===== src/rtl/ysyx_22050039_pkg.sv =====
// Shared constants for the instruction fetch unit: default reset PC,
// instruction width and control FSM state encoding.
package ysyx_22050039_pkg;

  localparam int unsigned ILEN_DEFAULT     = 32;
  localparam logic [63:0] RESET_PC_DEFAULT = 64'h8000_0000;

  localparam int unsigned STATE_W = 2;
  localparam logic [STATE_W-1:0] S_IDLE = 2'd0;
  localparam logic [STATE_W-1:0] S_REQ  = 2'd1;
  localparam logic [STATE_W-1:0] S_WAIT = 2'd2;

endpackage


===== src/rtl/ysyx_22050039_fifo.sv =====
// Register-based fetch queue; simultaneous push and pop are honoured even
// when full, and flush empties it at the next edge.
module ysyx_22050039_fifo #(
  parameter int unsigned WIDTH = 8,
  parameter int unsigned DEPTH = 4
) (
  input  logic                     clk,
  input  logic                     rst_n,
  input  logic                     push,
  input  logic [WIDTH-1:0]         push_data,
  input  logic                     pop,
  input  logic                     flush,
  output logic [WIDTH-1:0]         pop_data,
  output logic                     full,
  output logic                     empty,
  output logic [$clog2(DEPTH):0]   count
);

  localparam int unsigned AW = $clog2(DEPTH);
  localparam int unsigned CW = AW + 1;

  logic [WIDTH-1:0] r_mem [DEPTH];
  logic [AW-1:0]    r_wptr;
  logic [AW-1:0]    r_rptr;
  logic [CW-1:0]    r_count;
  logic             w_push;
  logic             w_pop;

  assign full     = (r_count == CW'(DEPTH));
  assign empty    = (r_count == '0);
  assign count    = r_count;
  assign pop_data = r_mem[r_rptr];
  assign w_pop    = pop && !empty;
  assign w_push   = push && (!full || w_pop);

  always_ff @(posedge clk or negedge rst_n) begin
    if (!rst_n) begin
      for (int i = 0; i < int'(DEPTH); i++) r_mem[i] <= '0;
      r_wptr  <= '0;
      r_rptr  <= '0;
      r_count <= '0;
    end else if (flush) begin
      r_wptr  <= '0;
      r_rptr  <= '0;
      r_count <= '0;
    end else begin
      if (w_push) begin
        r_mem[r_wptr] <= push_data;
        r_wptr        <= r_wptr + AW'(1);
      end
      if (w_pop) r_rptr <= r_rptr + AW'(1);
      case ({w_push, w_pop})
        2'b10:   r_count <= r_count + CW'(1);
        2'b01:   r_count <= r_count - CW'(1);
        default: r_count <= r_count;
      endcase
    end
  end

endmodule


===== src/rtl/ysyx_22050039_fetch_unit.sv =====
// Instruction fetch unit: one outstanding memory request at a time, queue
// slots reserved at request time, stale responses dropped after a redirect.
module ysyx_22050039_fetch_unit
  import ysyx_22050039_pkg::*;
#(
  parameter int unsigned    XLEN     = 64,
  parameter int unsigned    ILEN     = ILEN_DEFAULT,
  parameter int unsigned    DEPTH    = 4,
  parameter logic [XLEN-1:0] RESET_PC = XLEN'(RESET_PC_DEFAULT)
) (
  input  logic            clk,
  input  logic            rst_n,
  input  logic            redirect,
  input  logic [XLEN-1:0] redirect_pc,
  output logic            imem_req,
  output logic [XLEN-1:0] imem_addr,
  input  logic            imem_gnt,
  input  logic            imem_rvalid,
  input  logic [ILEN-1:0] imem_rdata,
  input  logic            imem_rerr,
  output logic            out_valid,
  input  logic            out_ready,
  output logic [XLEN-1:0] out_pc,
  output logic [ILEN-1:0] out_inst,
  output logic            out_err
);

  localparam int unsigned CW = $clog2(DEPTH) + 1;
  localparam int unsigned EW = XLEN + ILEN + 1;

  logic [STATE_W-1:0] r_state, w_state_next;
  logic [XLEN-1:0]    r_fetch_pc, w_fetch_pc_next;
  logic [XLEN-1:0]    r_wait_pc, w_wait_pc_next;
  logic [XLEN-1:0]    r_redir_pc, w_redir_pc_next;
  logic               r_drop, w_drop_next;
  logic               r_pend, w_pend_next;
  logic [XLEN-1:0]    w_redir_aligned;
  logic [ILEN-1:0]    w_inst;
  logic               w_push, w_pop, w_full, w_empty, w_slot_free;
  logic [CW-1:0]      w_count, w_count_next;
  logic [EW-1:0]      w_head;

  assign w_redir_aligned = redirect_pc & ~XLEN'(3);
  assign w_inst          = imem_rerr ? '0 : imem_rdata;
  assign out_valid       = !w_empty && !redirect;
  assign w_pop           = out_valid && out_ready;
  assign w_push          = (r_state == S_WAIT) && imem_rvalid && !r_drop && !redirect
                           && (!w_full || w_pop);
  assign w_count_next    = redirect ? '0 : w_count + CW'(w_push) - CW'(w_pop);
  assign w_slot_free     = (w_count_next < CW'(DEPTH));
  assign imem_req        = (r_state == S_REQ);
  assign imem_addr       = r_fetch_pc;
  assign {out_pc, out_inst, out_err} = w_head;

  ysyx_22050039_fifo #(
    .WIDTH (EW),
    .DEPTH (DEPTH)
  ) u_fifo (
    .clk       (clk),
    .rst_n     (rst_n),
    .push      (w_push),
    .push_data ({r_wait_pc, w_inst, imem_rerr}),
    .pop       (w_pop),
    .flush     (redirect),
    .pop_data  (w_head),
    .full      (w_full),
    .empty     (w_empty),
    .count     (w_count)
  );

  // A redirect seen while a request is still ungranted is parked in r_pend
  // so the bus address stays stable; it is applied at that request's grant.
  always_comb begin
    w_state_next    = r_state;
    w_fetch_pc_next = r_fetch_pc;
    w_wait_pc_next  = r_wait_pc;
    w_redir_pc_next = r_redir_pc;
    w_drop_next     = r_drop;
    w_pend_next     = r_pend;
    case (r_state)
      S_IDLE: if (w_slot_free) w_state_next = S_REQ;
      S_REQ: begin
        if (imem_gnt) begin
          w_state_next    = S_WAIT;
          w_wait_pc_next  = r_fetch_pc;
          w_drop_next     = redirect || r_pend;
          w_fetch_pc_next = r_pend ? r_redir_pc : r_fetch_pc + XLEN'(4);
          w_pend_next     = 1'b0;
        end
      end
      S_WAIT: begin
        if (imem_rvalid) begin
          w_drop_next  = 1'b0;
          w_state_next = w_slot_free ? S_REQ : S_IDLE;
        end else if (redirect) begin
          w_drop_next  = 1'b1;
        end
      end
      default: w_state_next = S_IDLE;
    endcase
    if (redirect) begin
      if ((r_state == S_REQ) && !imem_gnt) begin
        w_pend_next     = 1'b1;
        w_redir_pc_next = w_redir_aligned;
      end else begin
        w_fetch_pc_next = w_redir_aligned;
        w_pend_next     = 1'b0;
      end
    end
  end

  always_ff @(posedge clk or negedge rst_n) begin
    if (!rst_n) begin
      r_state    <= S_IDLE;
      r_fetch_pc <= RESET_PC;
      r_wait_pc  <= '0;
      r_redir_pc <= '0;
      r_drop     <= 1'b0;
      r_pend     <= 1'b0;
    end else begin
      r_state    <= w_state_next;
      r_fetch_pc <= w_fetch_pc_next;
      r_wait_pc  <= w_wait_pc_next;
      r_redir_pc <= w_redir_pc_next;
      r_drop     <= w_drop_next;
      r_pend     <= w_pend_next;
    end
  end

endmodule


===== config.mk =====
export PLATFORM = sky130hd
export DESIGN_NAME = ysyx_22050039_fetch_unit
export DESIGN_NICKNAME = d
export VERILOG_FILES = /design/src/rtl/ysyx_22050039_pkg.sv /design/src/rtl/ysyx_22050039_fifo.sv /design/src/rtl/ysyx_22050039_fetch_unit.sv
export SDC_FILE = /design/constraint.sdc
export NUM_CORES = 1
export LEC_CHECK = 0
export ABC_AREA = 0
export ABC_CLOCK_PERIOD_IN_PS = 3200
export CORE_MARGIN = 1
export CORE_UTILIZATION = 50
export CTS_BUF_LIST = sky130_fd_sc_hd__clkbuf_2 sky130_fd_sc_hd__clkbuf_4 sky130_fd_sc_hd__clkbuf_8
export DETAILED_ROUTE_END_ITERATION = 6
export HOLD_SLACK_MARGIN = 0.08
export PLACE_DENSITY = 0.8
export REMOVE_ABC_BUFFERS = 1
export SLEW_MARGIN = 20
export SYNTH_ARGS = -nofsm -noshare
export SYNTH_HDL_FRONTEND = slang
export SYNTH_SLANG_ARGS = --single-unit

===== constraint.sdc =====
create_clock -name clk -period 3.2 [get_ports clk]
set_clock_uncertainty 0.1 [all_clocks]
set_input_delay 0.96 -clock clk [delete_from_list [all_inputs] [get_ports clk]]
set_output_delay 0.96 -clock clk [all_outputs]
set_load 0.01 [all_outputs]

* Word-level counts from Yosys, hierarchy flattened
Cells that the tools add are included.
** Word-level totals
- Register bits :: 589
- Input bits :: 103
- Logic and storage cells :: 100
** Cells by class
- Add/subtract/negate cells :: 7
- Order comparisons :: 4
- Eq/ne operators :: 9
- Multiplexer cells :: 32
- Bitwise operators :: 3
- Reductions and logical operators :: 32
** Operators with widths (count)
- 388-bit bitwise mux :: 1
- 64-bit two-way mux :: 5
- 97-bit two-way mux :: 3
- 97-bit binary-select mux with 2-bit select :: 1
- 97-bit demux with 2-bit select :: 1
- 64-bit by 3-bit adder with 64-bit output, second input constant :: 1
- 32-bit two-way mux :: 1
- 2-bit two-way mux :: 7
- 1-bit logical AND :: 10
- 2-bit nonzero test :: 5
- 1-bit two-way mux :: 8
- 2-bit AND reduction :: 4
- 3-bit greater-or-equal comparator, second input constant :: 2
- 3-bit two-way mux :: 2
- 2-bit inverter with 3-bit output :: 2
- 2-bit one-hot mux with 3 select lines :: 1
- 3-bit one-hot mux with 2 select lines :: 1
- 3-bit AND reduction :: 2
- 1-bit logical NOT :: 5
- 2-bit by 1-bit adder with 2-bit output, second input constant :: 2
- 2-bit by 1-bit == test with 1-bit output, second input constant :: 2
- 2-bit == test, second input constant :: 2
- 2-bit inequality test, second input constant :: 2
- 3-bit by 1-bit adder with 3-bit output :: 1
- other kinds (14) :: 16

* Logic depth before layout (Yosys ltp)
- Word-level depth :: 13
- Gate-level depth with buffers :: 12

* Hierarchy
A second synthesis with hierarchy kept.
** Unflattened totals
- Cell total of the unflattened synthesis :: 2133
- Area, all modules :: 27611.5 µm²
** By module, submodules not included
- ysyx_22050039_fifo :: instances 1, cells each 1000, area an instance 17606.9 µm², seq. area each 9884.5 µm²
- ysyx_22050039_fetch_unit :: instances 1, cells each 1133, area an instance 10004.6 µm², seq. area each 4855.9 µm²

* Least setup slack after synthesis
Ideal clock, no wire load.
- Path kind :: input to register
- Start point :: input redirect
- End point :: register r_state[0]
- Library setup time :: 129 ps
- Data arrival time :: 2718 ps
- Data required time :: 2971 ps
- Setup slack :: 253 ps
- Stages on the path :: 11
- Buffers on the path :: 1
- Cell sequence :: buf_2 > or3_1 > a21oi_4 > inv_1 > ha_1 > inv_1 > ha_1 > a31oi_1 > xnor2_1 > o21ai_0 > o21ai_0
** On the way
- Longest elaborated chain between the ends :: 12
** Ends and longest elaborated chain
- start: declaration :: RTL line ysyx_22050039_fetch_unit.sv:13 : input logic redirect,
- 1-bit logical NOT :: RTL line ysyx_22050039_fetch_unit.sv:45, ysyx_22050039_fetch_unit.sv:47
- 1-bit logical AND :: RTL line ysyx_22050039_fetch_unit.sv:45 : assign out_valid = !w_empty && !redirect;
- 1-bit logical AND :: RTL line ysyx_22050039_fetch_unit.sv:46 : assign w_pop = out_valid && out_ready;
- 1-bit logical OR :: RTL line ysyx_22050039_fetch_unit.sv:48 : && (!w_full || w_pop);
- 1-bit logical AND :: RTL line ysyx_22050039_fetch_unit.sv:48
- 3-bit by 1-bit adder with 3-bit output :: RTL line ysyx_22050039_fetch_unit.sv:49 : assign w_count_next = redirect ? '0 : w_count + CW'(w_push) - CW'(w_pop);
- 3-bit by 1-bit subtractor with 3-bit output :: RTL line ysyx_22050039_fetch_unit.sv:49
- 3-bit two-way mux * :: RTL line ysyx_22050039_fetch_unit.sv:49
- 3-bit < comparator * :: RTL line ysyx_22050039_fetch_unit.sv:50 : assign w_slot_free = (w_count_next < CW'(DEPTH));
- 1-bit two-way mux :: RTL line ysyx_22050039_fetch_unit.sv:94 : w_state_next = w_slot_free ? S_REQ : S_IDLE;
- 2-bit two-way mux :: RTL line ysyx_22050039_fetch_unit.sv:92 : if (imem_rvalid) begin
- 2-bit one-hot mux with 3 select lines :: RTL line ysyx_22050039_fetch_unit.sv:80 : case (r_state)
- end signal: assignment :: RTL line ysyx_22050039_fetch_unit.sv:121 : r_state <= w_state_next;
- end: declaration :: RTL line ysyx_22050039_fetch_unit.sv:31 : logic [STATE_W-1:0] r_state, w_state_next;
Every way passes the cells marked *; elsewhere a longest branch is shown, timed or not. The select of a mux whose other input is x is not followed.
A chain may end at the register's enable or synchronous reset.

* Final worst setup path
- Start point :: register u_fifo.r_rptr[0]
- End point :: output out_pc[7]
** On the way
- Longest elaborated chain between the ends :: 4
** Ends and longest elaborated chain
- start: declaration :: RTL line ysyx_22050039_fifo.sv:24 : logic [AW-1:0] r_rptr;
- start signal: assignment :: RTL line ysyx_22050039_fifo.sv:51 : if (w_pop) r_rptr <= r_rptr + AW'(1);
- 2-bit inverter with 3-bit output (implied by the code) :: RTL line ysyx_22050039_fifo.sv:32 : assign pop_data = r_mem[r_rptr];
- 97-bit binary-select mux with 2-bit select :: RTL line ysyx_22050039_fifo.sv:32
- 97-bit two-way mux (implied by the code) (2 in a row) :: RTL line ysyx_22050039_fifo.sv:32
- end: declaration :: RTL line ysyx_22050039_fetch_unit.sv:23 : output logic [XLEN-1:0] out_pc,
Every way passes these cells. The select of a mux whose other input is x is not followed.

==> flow_summary.ini <==
[outcome]
run_status = finished, violations left
violations = negative setup slack

[detailed_routing]
drcViolationCount = 0
vias = 19800
first_iter_violations = 1370
routed_wl_microns = 74200
wire_per_inst_microns = 22.0
first_pass_iters = 6
ant_nets = 0
routed_via_density = 5.88

[grt]
overflow = 0
grt_util_all_layers_pct = 27.6
grt_pass1_wl_microns = 115000
grt_max_degree = 73
antenna_found_initial = 14
grt_pass1_vias = 20800

[logic_synthesis]
synth-compound-area-share_pct = 7.57
synth_seq_cells = 589
ys_warn_count = 0
yosysSeqAreaShare_pct = 55.1
synth_top_family_by_area = multiplexers
synth_cells = 2246
synth_area_leaders = dfrtp_1 (55%), mux2_2 (13%), mux4_2 (8.2%), nand2_1 (5.7%), o21ai_0 (3.6%)
synth_top_cell_by_area = dfrtp_1
netlist_area_sq_um = 26700
synth-xor-area-share_pct = 0.360
synthAdderAreaFrac_pct = 0.403
avgSynthCellArea_sq_um = 11.9
yosysMostFrequentCell = dfrtp_1
ys.flop_type = dfrtp_1
synthSimpleGateAreaFrac_pct = 11.7
yosysTopAreaCellShare_pct = 55.0
synth.mux.area_fraction_pct = 22.2
synth_common_cells = dfrtp_1 (588), nand2_1 (403), mux2_2 (316)
async_reset_ff_share_pct = 100
synth_cell_types = 77
synth_edf_count = 0

[clock_tree]
tritoncts = yes
cts_made_buffers = 97
path_clk_slew_ns = 0.06
root_buffer = clkbuf_8
h-tree-depth = 3
clk_path_buf_depth = 3
cts_sinks = 589
clock_latency_ns = 0.69

[worst_setup_path]
r2r_end = imem_addr[44]$_DFF_PN0_
cp_num_buf_inv = 5
r2r_slack_ns = 0.30
endpoint = out_pc[7]
startpoint = u_fifo.r_rptr[0]$_DFFE_PN0P_
critical_path.slowest_cell = dfrtp_4
crit_path_end_kind = primary output
crit_chain = buf_12 -> buf_12 -> buf_12 -> buf_12 -> mux4_2 -> buf_6
cpLargestDelayFamily = buffers and inverters
cp.required_ns = 2.14
critPathMostFrequentCell = buf_12
r2r_cells = 6
critical_path_class = reg2out
r2r_start = imem_addr[2]$_DFF_PN0_
path_depth = 6
cp_max_fo = 5
critPathLaunchType = register
cp.arrival_ns = 2.32
slowest_delay_ns = 0.51

[sta]
fmax_mhz = 296
whs_ns = 0.156
drv_slew = 0
grt_setup_unrepaired = yes
slew-limit-headroom_pct = 49.0
fin_crit_sh_pct = 105
setup_violations = 89
tightest_slew_ns = 0.760
hold_violations = 0
worst_slack_ns = -0.175
period_minus_slack_ns = 3.38

[floorplanning]
die_h_microns = 233
die_w_microns = 233
start_util_pct = 50.8
coreArea_sq_um = 52700
placementRows = 84
die_area_sq_um = 54400
ios = 266

[final_layout]
postLayoutCellArea_sq_um = 33900
fin_cells = 3368
syn_to_final_growth_pct = 26.7
final_nets = 2706
final_core_util_pct = 64.3
drive_above_1_share_pct = 32.5

[power_and_ir_drop]
peakVddDrop_mv = 0.430
totalPowerFinal_mw = 28.1
powerDensity_nw_per_um2 = 829
p_leak_nw = 15.6

[placement]
placed_area_sq_um = 31100
dp_hpwl_microns = 48800
dp.cells = 3145
port-buffer-count = 263
place_congestion = 0.842

[worst_hold_path]
hp-class = in2async

[run]
drv_cap = 0
[report_power, final]
group | internal (mW) | switching (mW)
Sequential | 9.24 | 1.77
Clock | 4.13 | 3.04
Combinational | 5.26 | 4.65
[worst register-to-register path: stages, from the launching register on]
cell and delay [ns]:
dfrtp_1 0.51, ha_1 0.25, nand3_1 0.12, nor2_1 0.47, nand4_1 0.58, o211a_1 0.40
o32a_1 0.35
[cell type report]
| type | count | area (sq um) |
|---|---|---|
| multi-input cells | 1480 | 11300 |
| flip-flops and latches | 589 | 14700 |
| clock inverters | 26 | 268 |
| diodes | 10 | 25.0 |
| repair buffers | 405 | 4680 |
| fillers | 3865 | 18800 |
| well taps | 688 | 861 |
| inverters | 22 | 82.6 |
| clock buffers | 148 | 1870 |
[metal layers]
layer  routed length (microns)  up-vias  share of wire, %  track usage, %
li1                          -     8768                 -               -
met1                     30200    10200                41            35.6
met2                     36400      676                49            44.6
met3                      4640      184               6.3            5.71
met4                      2920       10               3.9            12.8
met5                        57        -             0.077               0
[logic make-up after synthesis]
kind of cell             count (synthesis)
AND/OR/NAND/NOR                        680
buffers and inverters                  177
adder cells (fa/ha/maj)                  8
XOR/XNOR                                11
flip-flops                             589
multiplexers                           430
AO/OA/AOI/OAI                          351
[how the worst min path moves through the flow]
stage | start | to | cells after the start
2_1_floorplan | u_fifo.r_mem[100]$_DFFE_PN0P_ | u_fifo.r_mem[100]$_DFFE_PN0P_ | 2
3_3_place_gp | u_fifo.r_mem[304]$_DFFE_PN0P_ | u_fifo.r_mem[304]$_DFFE_PN0P_ | 2
3_5_place_dp | u_fifo.r_mem[124]$_DFFE_PN0P_ | u_fifo.r_mem[124]$_DFFE_PN0P_ | 2
5_1_grt | rst_n | u_fifo.r_mem[321]$_DFFE_PN0P_ | 1
4_1_cts | rst_n | u_fifo.r_mem[321]$_DFFE_PN0P_ | 1
6_report | rst_n | u_fifo.r_mem[321]$_DFFE_PN0P_ | 1
[metrics by stage]
stage          setup TNS [ns]  worst slack [ns]
2_1_floorplan         -907.13             -2.37
3_3_place_gp           -0.251            -0.213
3_5_place_dp            -2.55            -0.163
4_1_cts                -10.72            -0.245
5_1_grt                -12.40            -0.233
6_report                -6.69            -0.175
[placed cells by master (no fill, tap or decap), drive strengths merged, types with 20 or more instances in the layout]
cell type,count
mux2,324
dfrtp,588
nor2,66
buf,237
nand3,66
nand2b,36
nor3,31
clkbuf,151
clkdlybuf4s50,163
nand4,20
a21oi,68
nand2,405
o21ai,193
mux4,97
inv,22
[registers in the layout (all words and copies together) (netlist names)]
register       flops
r_wait_pc         64
u_fifo.r_mem     388
u_fifo.r_rptr      2
r_pend             1
r_drop             1
r_redir_pc        62
u_fifo.r_wptr      2
r_state            2
imem_addr         64
u_fifo.count       3
[timing repair]
item	in CTS	in global routing
hold endpoints to repair	0	0
gates resized for setup	470	47
cloned	5	3
setup endpoints to repair	98	98
buffers inserted	25	9
hold buffers	0	0
(Power assumes the default switching activity.)
